<file path="src/rtl/pipe_ctrl_pkg.sv">
// Shared constants for the pipeline controller: stall patterns, exception
// codes, the default exception vector and FSM state encodings, plus the
// request-to-stall priority encoder used in both RUN and RECOVER.
package pipe_ctrl_pkg;

    // Per-bit hold values for the stall vector
    localparam logic STOP    = 1'b1;
    localparam logic NO_STOP = 1'b0;

    // Stall patterns: a stage that stalls must also hold every older stage
    localparam logic [5:0] STALL_NONE = {6{NO_STOP}};
    localparam logic [5:0] STALL_IF   = 6'b000011;
    localparam logic [5:0] STALL_ID   = 6'b000111;
    localparam logic [5:0] STALL_EX   = 6'b001111;
    localparam logic [5:0] STALL_MEM  = 6'b011111;
    localparam logic [5:0] STALL_ALL  = {6{STOP}};

    // MEM-stage exception codes
    localparam logic [31:0] EXC_NONE         = 32'h0000_0000;
    localparam logic [31:0] EXC_INT          = 32'h0000_0001;
    localparam logic [31:0] EXC_SYSCALL      = 32'h0000_0008;
    localparam logic [31:0] EXC_INST_INVALID = 32'h0000_000a;
    localparam logic [31:0] EXC_OV           = 32'h0000_000c;
    localparam logic [31:0] EXC_TRAP         = 32'h0000_000d;
    localparam logic [31:0] EXC_ERET         = 32'h0000_000e;

    localparam logic [31:0] EXC_VECTOR_DEF   = 32'h0000_0020;

    // FSM state encodings
    localparam logic [1:0] ST_RUN     = 2'd0;
    localparam logic [1:0] ST_FREEZE  = 2'd1;
    localparam logic [1:0] ST_FLUSH   = 2'd2;
    localparam logic [1:0] ST_RECOVER = 2'd3;

    // Highest-priority (oldest) requesting stage decides the stall pattern
    function automatic logic [5:0] req_stall(input logic req_if, input logic req_id,
                                             input logic req_ex, input logic req_mem);
        logic [5:0] pat;
        if (req_mem) begin
            pat = STALL_MEM;
        end else if (req_ex) begin
            pat = STALL_EX;
        end else if (req_id) begin
            pat = STALL_ID;
        end else if (req_if) begin
            pat = STALL_IF;
        end else begin
            pat = STALL_NONE;
        end
        return pat;
    endfunction

endpackage

</file>
<file path="src/rtl/pipe_ctrl_wdog.sv">
// Stall watchdog: counts consecutive RUN cycles with a stall request and
// emits a registered one-cycle pulse when the run reaches WDOG_LIMIT cycles.
// Ports: clk, rst (async active-high), run_i (controller in RUN),
//        req_i (any stall request), timeout_o (one-cycle pulse).
module pipe_ctrl_wdog
    import pipe_ctrl_pkg::*;
#(
    parameter int WDOG_LIMIT = 1024
) (
    input  logic clk,
    input  logic rst,
    input  logic run_i,
    input  logic req_i,
    output logic timeout_o
);

    localparam int            W    = $clog2(WDOG_LIMIT);
    localparam logic [W-1:0]  LAST = W'(WDOG_LIMIT - 1);

    logic [W-1:0] cnt_q, cnt_d;
    logic         pulse_q, pulse_d;

    // Next count and pulse: any break in the stalled run restarts the count
    always_comb begin
        cnt_d   = cnt_q;
        pulse_d = 1'b0;
        if (run_i && req_i) begin
            if (cnt_q == LAST) begin
                cnt_d   = '0;
                pulse_d = 1'b1;
            end else begin
                cnt_d   = cnt_q + W'(1);
            end
        end else begin
            cnt_d = '0;
        end
    end

    // Watchdog state registers
    always_ff @(posedge clk or posedge rst) begin
        if (rst) begin
            cnt_q   <= '0;
            pulse_q <= 1'b0;
        end else begin
            cnt_q   <= cnt_d;
            pulse_q <= pulse_d;
        end
    end

    assign timeout_o = pulse_q;

endmodule

</file>
<file path="src/rtl/pipe_ctrl.sv">
// Central pipeline controller for the 5-stage core. Turns per-stage stall
// requests into a stall vector and sequences MEM-stage exceptions through
// FREEZE -> FLUSH -> RECOVER, producing a registered flush/redirect.
// Ports: clk, rst (async active-high); stallreq_from_{if,id,ex,mem};
//        excepttype_i (0 = none), cp0_epc_i (ERET target);
//        stall[5:0] (combinational hold vector), flush / new_pc (registered),
//        stall_cnt_o (stall-cycle counter), wdog_timeout_o (watchdog pulse).
module pipe_ctrl
    import pipe_ctrl_pkg::*;
#(
    parameter logic [31:0] EXC_VECTOR = EXC_VECTOR_DEF,
    parameter int          WDOG_LIMIT = 1024,
    parameter int          CNT_W      = 32
) (
    input  logic             clk,
    input  logic             rst,
    input  logic             stallreq_from_if,
    input  logic             stallreq_from_id,
    input  logic             stallreq_from_ex,
    input  logic             stallreq_from_mem,
    input  logic [31:0]      excepttype_i,
    input  logic [31:0]      cp0_epc_i,
    output logic [5:0]       stall,
    output logic             flush,
    output logic [31:0]      new_pc,
    output logic [CNT_W-1:0] stall_cnt_o,
    output logic             wdog_timeout_o
);

    logic [1:0]       state_q, state_d;
    logic [31:0]      target_q, target_d;
    logic             flush_q, flush_d;
    logic [31:0]      new_pc_q, new_pc_d;
    logic [CNT_W-1:0] stall_cnt_q, stall_cnt_d;

    logic             any_req_s;
    logic             cnt_en_s;
    logic             run_s;
    logic [5:0]       stall_s;
    logic [5:0]       req_stall_s;

    assign any_req_s   = stallreq_from_if | stallreq_from_id |
                         stallreq_from_ex | stallreq_from_mem;
    assign req_stall_s = req_stall(stallreq_from_if, stallreq_from_id,
                                   stallreq_from_ex, stallreq_from_mem);
    assign run_s       = (state_q == ST_RUN);

    // Sequencer: stall vector, target latch and registered flush/redirect.
    // flush is set on the FREEZE->FLUSH edge so it is visible during FLUSH.
    always_comb begin
        state_d  = state_q;
        target_d = target_q;
        flush_d  = 1'b0;
        new_pc_d = 32'h0000_0000;
        stall_s  = STALL_NONE;
        cnt_en_s = 1'b0;
        case (state_q)
            ST_RUN: begin
                cnt_en_s = any_req_s;
                if (excepttype_i != EXC_NONE) begin
                    // Excepting and younger instructions are nullified in
                    // their stages, so nothing is held this cycle.
                    target_d = (excepttype_i == EXC_ERET) ? cp0_epc_i : EXC_VECTOR;
                    stall_s  = STALL_NONE;
                    state_d  = ST_FREEZE;
                end else begin
                    stall_s  = req_stall_s;
                end
            end
            ST_FREEZE: begin
                stall_s  = STALL_ALL;
                flush_d  = 1'b1;
                new_pc_d = target_q;
                state_d  = ST_FLUSH;
            end
            ST_FLUSH: begin
                stall_s  = STALL_NONE;
                state_d  = ST_RECOVER;
            end
            ST_RECOVER: begin
                // Exception input ignored: flushed registers may hold stale codes
                stall_s  = req_stall_s;
                cnt_en_s = any_req_s;
                state_d  = ST_RUN;
            end
            default: begin
                stall_s  = STALL_NONE;
                state_d  = ST_RUN;
            end
        endcase
    end

    // Stall-cycle counter; wraps naturally at 2^CNT_W
    always_comb begin
        if (cnt_en_s) begin
            stall_cnt_d = stall_cnt_q + {{(CNT_W-1){1'b0}}, 1'b1};
        end else begin
            stall_cnt_d = stall_cnt_q;
        end
    end

    // Controller state registers
    always_ff @(posedge clk or posedge rst) begin
        if (rst) begin
            state_q     <= ST_RUN;
            target_q    <= 32'h0000_0000;
            flush_q     <= 1'b0;
            new_pc_q    <= 32'h0000_0000;
            stall_cnt_q <= {CNT_W{1'b0}};
        end else begin
            state_q     <= state_d;
            target_q    <= target_d;
            flush_q     <= flush_d;
            new_pc_q    <= new_pc_d;
            stall_cnt_q <= stall_cnt_d;
        end
    end

    pipe_ctrl_wdog #(
        .WDOG_LIMIT (WDOG_LIMIT)
    ) u_wdog (
        .clk       (clk),
        .rst       (rst),
        .run_i     (run_s),
        .req_i     (any_req_s),
        .timeout_o (wdog_timeout_o)
    );

    assign stall       = stall_s;
    assign flush       = flush_q;
    assign new_pc      = new_pc_q;
    assign stall_cnt_o = stall_cnt_q;

endmodule

</file>
<file path="config.mk">
export PLATFORM = sky130hd
export DESIGN_NAME = pipe_ctrl
export DESIGN_NICKNAME = d
export VERILOG_FILES = /design/src/rtl/pipe_ctrl_pkg.sv /design/src/rtl/pipe_ctrl_wdog.sv /design/src/rtl/pipe_ctrl.sv
export SDC_FILE = /design/constraint.sdc
export NUM_CORES = 1
export LEC_CHECK = 0
export CAP_MARGIN = 0
export CORE_MARGIN = 2
export CORE_UTILIZATION = 40
export DETAILED_ROUTE_END_ITERATION = 16
export DONT_BUFFER_PORTS = 1
export PLACE_DENSITY = 0.51
export SLEW_MARGIN = 5
export SYNTH_ARGS = -nofsm -noshare
export SYNTH_HDL_FRONTEND = slang
export SYNTH_SLANG_ARGS = --single-unit
</file>
<file path="constraint.sdc">
create_clock -name clk -period 8.36 [get_ports clk]
set_clock_uncertainty 0.05 [all_clocks]
set_input_delay 1.672 -clock clk [delete_from_list [all_inputs] [get_ports clk]]
set_output_delay 1.672 -clock clk [all_outputs]
set_load 0.02 [all_outputs]
</file>
# == After elaboration in Yosys (flattened, before gate mapping) ==
# Cells that the tools add are included.
# totals
inputBits,70
register_bits,110
# classes
reduce_logical,5
mux,16
n_eq_ne,6
bitwise_logic,3
add_sub_neg,2
# ops
cell,n
32-bit two-way mux,2
32-bit by 1-bit adder with 32-bit output (second input constant),1
32-bit by 4-bit == test with 1-bit output (second input constant),1
32-bit nonzero test,1
6-bit case mux with 4 select lines,1
10-bit two-way mux,2
10-bit by 1-bit adder with 10-bit output (second input constant),1
10-bit == test (second input constant),1
2-bit case mux with 4 select lines,1
6-bit two-way mux,1
5-bit two-way mux,1
2-bit == test (second input constant),2
1-bit two-way mux,4
2-bit two-way mux,2
4-bit two-way mux,1
3-bit two-way mux,1
1-bit bitwise OR,3
2-bit by 1-bit == test with 1-bit output (second input constant),1
2-bit zero test,1
2-bit inequality test (second input constant),1
2-bit AND reduction,1
2-bit OR reduction,1
1-bit logical AND,1

# == Logic depth before layout (Yosys ltp) ==
# Gate-level depths: netlist of run 1.
# depth
word_depth,6
mapped_depth,8
mapped_depth_nobuf,7

# == By module ==
# A second synthesis of run 1 with hierarchy kept.
# hier_totals
cells_unflattened,356
hier_area_um2,4466.8
# by_module_without_submodules
module,seq_area_each_um2,instances,cells_per_inst,area_per_inst_um2
pipe_ctrl,2477.4,1,307,3968.8
pipe_ctrl_wdog,275.3,1,49,498.0

# == Least setup slack after synthesis of run 1 ==
# No wires, ideal clock.
# synth_timing
path_kind,input port to output port
startpoint,in stallreq_from_mem
endpoint,out stall[1]
required_time_ns,6.638
cell_stages,5
slack_ns,3.628
path_buffers,1
arrival_time_ns,3.010
path_cell_list,or3_1 > or2_2 > a21oi_1 > o21ai_0 > buf_4
# synth_between
elab_chain_len,3
# synth_rtl
element,line_no,source
start: declaration,pipe_ctrl.sv:20,"input logic stallreq_from_mem,"
5-bit two-way mux *,pipe_ctrl_pkg.sv:39,if (req_mem) begin
6-bit two-way mux,pipe_ctrl.sv:60,if (excepttype_i != EXC_NONE) begin
6-bit case mux with 4 select lines *,pipe_ctrl.sv:57,case (state_q)
end: declaration,pipe_ctrl.sv:23,"output logic [5:0] stall,"
# Every way passes the cells marked *; elsewhere a longest branch is shown, timed or not.

# == Worst setup path in the final report of run 1 ==
# layout_timing
startpoint,in excepttype_i[0]
endpoint,out stall[3]
# layout_between
elab_chain_len,3
# layout_rtl
element,line_no,source
start: declaration,pipe_ctrl.sv:21,"input logic [31:0] excepttype_i,"
32-bit nonzero test,pipe_ctrl.sv:60,
6-bit two-way mux,pipe_ctrl.sv:60,
6-bit case mux with 4 select lines,pipe_ctrl.sv:57,
# No other way between the ends.

==> results of run 1 <==
-- through the flow --
| step | cells | total power [mW] | setup WS, ns | cell area (um^2) | util |
|---|---|---|---|---|---|
| 6_report | 514 | 1.05 | 3.52 | 4910 | 0.449 |
| 5_1_grt | 514 | 1.09 | 3.46 | 4910 | 0.449 |
| 4_1_cts | 514 | 1.07 | 3.50 | 4910 | 0.449 |
| 3_5_place_dp | 498 | 0.647 | 3.51 | 4630 | 0.423 |
| 3_3_place_gp | 498 | 0.646 | 3.52 | 4630 | 0.423 |
| 2_1_floorplan | 369 | 0.630 | 3.63 | 4520 | - |
-- cell type report --
cell class / count / area share
repair buffers: 3 / 0.00458
flip-flops and latches: 110 / 0.560
inverters: 8 / 0.00662
clock buffers: 12 / 0.0522
clock inverters: 4 / 0.00637
multi-input cells: 237 / 0.334
well taps: 140 / 0.0357
-- placed cells by master, fill, tap and decap left out, types with 7 or more instances in the layout --
| master | n |
|---|---|
| inv_1 | 7 |
| a22o_1 | 9 |
| xor2_1 | 18 |
| ha_1 | 7 |
| xnor2_1 | 21 |
| a22o_2 | 22 |
| nand2_1 | 21 |
| dfrtp_1 | 110 |
| nor2_1 | 29 |
| and2_1 | 34 |
| nand3_1 | 15 |
| clkbuf_16 | 9 |
| nor4_1 | 7 |
| nand4_1 | 15 |
-- cell families (layout without fill, tap and decap cells) --
kind of cell | after synthesis | after routing | share of synthesized area
buffers and inverters | 22 | 27 | 0.0266
adders and majority gates | 7 | 7 | 0.0194
and+or+nand+nor | 147 | 147 | 0.181
DFF | 110 | 110 | 0.610
AOI/OAI and AO/OA | 41 | 41 | 0.0806
xor gates and xnor gates | 39 | 39 | 0.0756
muxes | 3 | 3 | 0.00720
-- state kept, by name, summed over array words and instances (netlist names) --
register          cells
u_wdog.cnt_q         10
u_wdog.timeout_o      1
stall_cnt_o          32
new_pc               32
target_q             32
state_q               2
flush                 1
-- worst max-delay path, cell delays in order --
cell and delay, ns:
nor4_1 0.28, nand4_1 0.17, or2_4 0.32, o32ai_1 0.68
-- power groups by stage --
| stage | Combinational, mW | Clock (mW) | Sequential (mW) |
|---|---|---|---|
| 3_3_place_gp | 0.0391 | 0 | 0.607 |
| 2_1_floorplan | 0.0315 | 0 | 0.598 |
| 4_1_cts | 0.0409 | 0.428 | 0.596 |
| 6_report | 0.0394 | 0.412 | 0.595 |
| 3_5_place_dp | 0.0400 | 0 | 0.607 |
| 5_1_grt | 0.0475 | 0.444 | 0.600 |
-- worst min path at each step --
stage | end | cells past startpoint | startpoint
final | new_pc[5] | 1 | target_q[5]
after global routing | new_pc[16] | 1 | target_q[16]
after CTS | new_pc[4] | 1 | target_q[4]
after detailed placement | new_pc[7] | 1 | target_q[7]
after global placement | new_pc[15] | 1 | target_q[15]
after floorplan | u_wdog.cnt_q[0] | 1 | u_wdog.cnt_q[0]
-- per-layer routing --
metal,GRT usage,vias to the layer above,share of wire
met1,0.194,1332,0.45
met5,0,-,0
met2,0.248,96,0.47
li1,-,1265,-
met3,0.0417,11,0.066
met4,0.0696,0,0.017
==> impl_metrics.csv, run 1 <==
group,metric,value,unit
floorplanning,io_pins,142,
worst_setup_path,criticalPathCategory,"primary input to output port",
pwr,power_leakage,2.25,nW
timing,min_period_over_period,0.579,
synth,synthTopCellsByArea,"dfrtp_1 61%, a22o_2 4.9%, and2_1 4.7%",
worst_setup_path,r2r_cells,7,
worst_setup_path,worstPathRequired,6.64,ns
layout,multi_input_area,1640,um^2
place,gp_congestion,0.773,
drt,wire_per_inst,17.8,um
pwr,power_frac_seq,0.569,
synth,yosysTopAreaCell,"dfrtp_1",
floorplanning,die_y,110,um
timing,max_freq,207,MHz
cts,hold_buffers,0,
synth,synth_commonest_cells,"110 x dfrtp_1, 34 x and2_1, 29 x nor2_1",
grt,overflow,0,
timing,relSlewSlack,0.374,
pwr,p_int,0.782,mW
worst_setup_path,cp-startpoint,"excepttype_i[0]",
worst_setup_path,reg2reg_slack,6.11,ns
cts,post-cts-setup-buffer-count,0,
cts,clk_pin_slew_worst_paths,0.07,ns
worst_setup_path,r2r_end,"stall_cnt_o[22]",
pwr,comb_power_share,0.038,
grt,antenna_found_initial,0,
cts,cts-root-buf,"clkbuf_16",
drt,dr.pass1.iters,4,
synth,ys_ff_latch,110,
drt,vias,2704,
worst_setup_path,cp-start-kind,"primary input",
cts,cts_resized,0,
grt,grt_pass1_vias,2664,
synth,syn_nets,446,
cts,insertion_delay,0.35,ns
synth,synth_most_common_cell,"dfrtp_1",
worst_setup_path,r2r-start,"state_q[0]",
synth,ys_warn_count,0,
synth,synthDistinctLibCells,34,
cts,numCtsBuffers,9,
layout,syn_to_final_growth,8.81,%
layout,fillers,1023,
timing,hold_violations,0,
job,max-cap-violations,0,
synth,yosysSeqAreaShare,0.610,
pwr,p_sw,0.264,mW
grt,grt_pass1_wl,14000,um
synth,syn_area,4520,um^2
drt,drt-initial-drc-count,141,
timing,setup-tns-final,0,ns
pwr,p_per_area,213,nW/um^2
grt,grt_usage,0.154,
synth,synth_edf_count,0,
worst_setup_path,endpoint,"stall[3]",
floorplanning,start_util,0.413,
synth,ys.flop_type,"dfrtp_1",
synth,synth_area_per_cell,12.2,um^2
grt,grt_max_degree,62,
timing,slew_viol_final,0,
drt,wirelength,9150,um
place,port_buffers,0,
pwr,peakVddDrop,0.113,mV
timing,whs,0.429,ns
layout,drive_gt1_frac,0.134,
timing,finalSetupViolCount,0,
cts,clockBufferDepth,2,
drt,final_antenna_net_count,0,
timing,period_needed,4.84,ns
drt,drc,0,
floorplanning,core,10900,um^2
cts,cts_sinks,110,
layout,diodes,0,
worst_setup_path,arrival,3.11,ns
worst_setup_path,crit_path_max_fanout,4,
layout,regArea,2750,um^2
floorplanning,die_w,110,um
synth,synth_cells,369,
cts,cts_tree,"built",
worst_setup_path,crit_path_end_kind,"output port",
place,dpl.hpwl,6050,um
layout,nets,446,
timing,rsz0062_at_grt,"false",
synth,synth_top_cell_area_share,0.610,
synth,async_flop_share,1.00,
drt,via_per_inst,5.26,
timing,worst-slew-pin-transition,0.936,ns
pwr,p_clk_frac,0.393,
floorplanning,die-area,12200,um^2
outcome,status,"finished clean",
hold_path,hold_path.class,"flip-flop to flip-flop",
floorplanning,placementRows,38,
pwr,sw_frac_of_total,0.252,
cts,h-tree-depth,3,
Power figures use the tool's default switching activity.
==> run 2: changes to the inputs <==
- ABC_AREA: not set -> 1
- PLACE_DENSITY: 0.51 -> 0.53
- clock period: 8.36 -> 4.1 ns (I/O delays scaled with it)
==> impl_metrics.csv, run 2 <==
group,metric,value,unit
outcome,status,"finished clean",
layout,diodes,0,
synth,synth_edf_count,0,
worst_setup_path,crit_path_end_kind,"output port",
synth,synth_top_cell_area_share,0.504,
pwr,peakVddDrop,0.203,mV
pwr,p_per_area,379,nW/um^2
drt,wire_per_inst,13.4,um
timing,worst-slew-pin-transition,1.03,ns
timing,rsz0062_at_grt,"false",
synth,ys.flop_type,"dfrtp_1",
grt,grt_pass1_wl,19100,um
worst_setup_path,worstPathRequired,3.23,ns
place,gp_congestion,0.829,
cts,clockBufferDepth,2,
cts,post-cts-setup-buffer-count,0,
job,max-cap-violations,0,
worst_setup_path,criticalPathCategory,"primary input to output port",
cts,h-tree-depth,3,
floorplanning,io_pins,142,
timing,max_freq,360,MHz
drt,via_per_inst,4.66,
cts,insertion_delay,0.35,ns
place,dpl.hpwl,8170,um
floorplanning,core,13300,um^2
cts,cts_tree,"built",
layout,syn_to_final_growth,7.53,%
grt,grt_usage,0.166,
layout,final_cell_mix,"232 x nand2_1, 110 x inv_1, 110 x dfrtp_1, 89 x nor2_1, 28 x nand3_1",
grt,antenna_found_initial,0,
worst_setup_path,cp-start-kind,"primary input",
synth,synth_most_common_cell,"nand2_1",
cts,clk_pin_slew_worst_paths,0.07,ns
cts,cts_sinks,110,
pwr,power_leakage,3.30,nW
cts,numCtsBuffers,9,
floorplanning,die_w,121,um
worst_setup_path,crit_path_max_fanout,8,
layout,regArea,2750,um^2
grt,grt_pass1_vias,3976,
layout,nets,760,
cts,hold_buffers,0,
floorplanning,start_util,0.411,
synth,synth_cells,685,
synth,synth_area_per_cell,7.98,um^2
synth,yosysSeqAreaShare,0.504,
drt,wirelength,11600,um
synth,yosysTopAreaCell,"dfrtp_1",
grt,overflow,0,
timing,min_period_over_period,0.677,
drt,dr.pass1.iters,4,
synth,ys_ff_latch,110,
cts,cts_resized,0,
layout,multi_input_area,2120,um^2
timing,setup-tns-final,0,ns
drt,final_antenna_net_count,0,
synth,synthTopCellsByArea,"dfrtp_1 50%, nand2_1 16%, inv_1 7.6%",
cts,cts-root-buf,"clkbuf_16",
floorplanning,placementRows,42,
timing,hold_violations,0,
place,port_buffers,0,
synth,async_flop_share,1.00,
floorplanning,die_y,121,um
grt,grt_max_degree,83,
worst_setup_path,arrival,1.91,ns
timing,slew_viol_final,0,
drt,drc,0,
synth,synthDistinctLibCells,29,
floorplanning,die-area,14600,um^2
layout,drive_gt1_frac,0.0887,
synth,syn_area,5470,um^2
synth,ys_warn_count,0,
drt,vias,4023,
synth,syn_nets,762,
layout,layout_commonest_cell,"nand2_1",
timing,period_needed,2.78,ns
layout,final_util,0.442,
layout,fillers,1367,
drt,drt-initial-drc-count,304,
timing,relSlewSlack,0.311,
timing,finalSetupViolCount,0,
hold_path,hold_path.class,"flip-flop to flip-flop",
synth,synth_commonest_cells,"232 x nand2_1, 111 x inv_1, 110 x dfrtp_1",
## run 2: kinds of logic (layout without fill, tap and decap cells)
| group | after synthesis | in the layout | synth area share |
|---|---|---|---|
| AND/OR/NAND/NOR | 398 | 398 | 0.320 |
| buffers and inverters | 133 | 136 | 0.108 |
| flip-flops | 110 | 110 | 0.504 |
| XOR/XNOR | 24 | 24 | 0.0385 |
| AO/OA/AOI/OAI | 13 | 13 | 0.0140 |
| adder cells (fa/ha/maj) | 7 | 7 | 0.0160 |
## run 2: report_power, final
group	internal (mW)	leakage (nW)	total (mW)	switching, mW
sequential	1.11	1.51	1.20	0.0883
clock	0.510	0.145	0.911	0.401
combinational	0.0396	1.65	0.116	0.0765
total	1.66	3.30	2.23	0.566
## run 2: worst paths after layout
kind,from,cells after the start,slack (ns),to
setup / recovery,excepttype_i[15],7,1.32,stall[3]
hold / removal,u_wdog.cnt_q[0],1,0.41,u_wdog.cnt_q[0]
setup reg to reg,state_q[0],6,2.09,target_q[9]
hold reg to reg,u_wdog.cnt_q[0],1,0.41,u_wdog.cnt_q[0]
max in group asynchronous,rst,2,2.60,new_pc[30]
min in group asynchronous,rst,1,0.54,stall_cnt_o[25]
## run 2: cell type report
type                            instances  area share
Clock buffer                           12      0.0436
Clock inverter                          4     0.00915
Inverter                              116      0.0749
Multi-Input combinational cell        442       0.361
Sequential cell                       110       0.468
Tap cell                              176      0.0375
Timing Repair Buffer                    4     0.00511
## run 2: worst max-delay path: stages
cell	delay [ns]
nor2_1	0.09
nand2_1	0.09
nor2_2	0.12
nand2_2	0.11
nor2_8	0.19
nand2_1	0.09
a21oi_1	0.39
## run 2: metrics by stage
stage	worst slack (ns)	area [um^2]	power (mW)	hold slack, ns	std cells
final	1.32	5880	2.23	0.410	864
after global routing	1.21	5880	2.34	0.442	864
after CTS	1.31	5880	2.26	0.410	864
after detailed placement	1.31	5570	1.34	0.395	848
after global placement	1.35	5570	1.34	0.396	848
after floorplan	0.328	5470	1.31	0.383	685
## run 2: routing by layer
layer | GRT usage | vias to the layer above | share of wire
met5 | 0 | - | 0
met4 | 0.0509 | 0 | 0.010
met3 | 0.0597 | 9 | 0.072
met2 | 0.269 | 121 | 0.46
met1 | 0.208 | 1882 | 0.46
li1 | - | 2011 | -
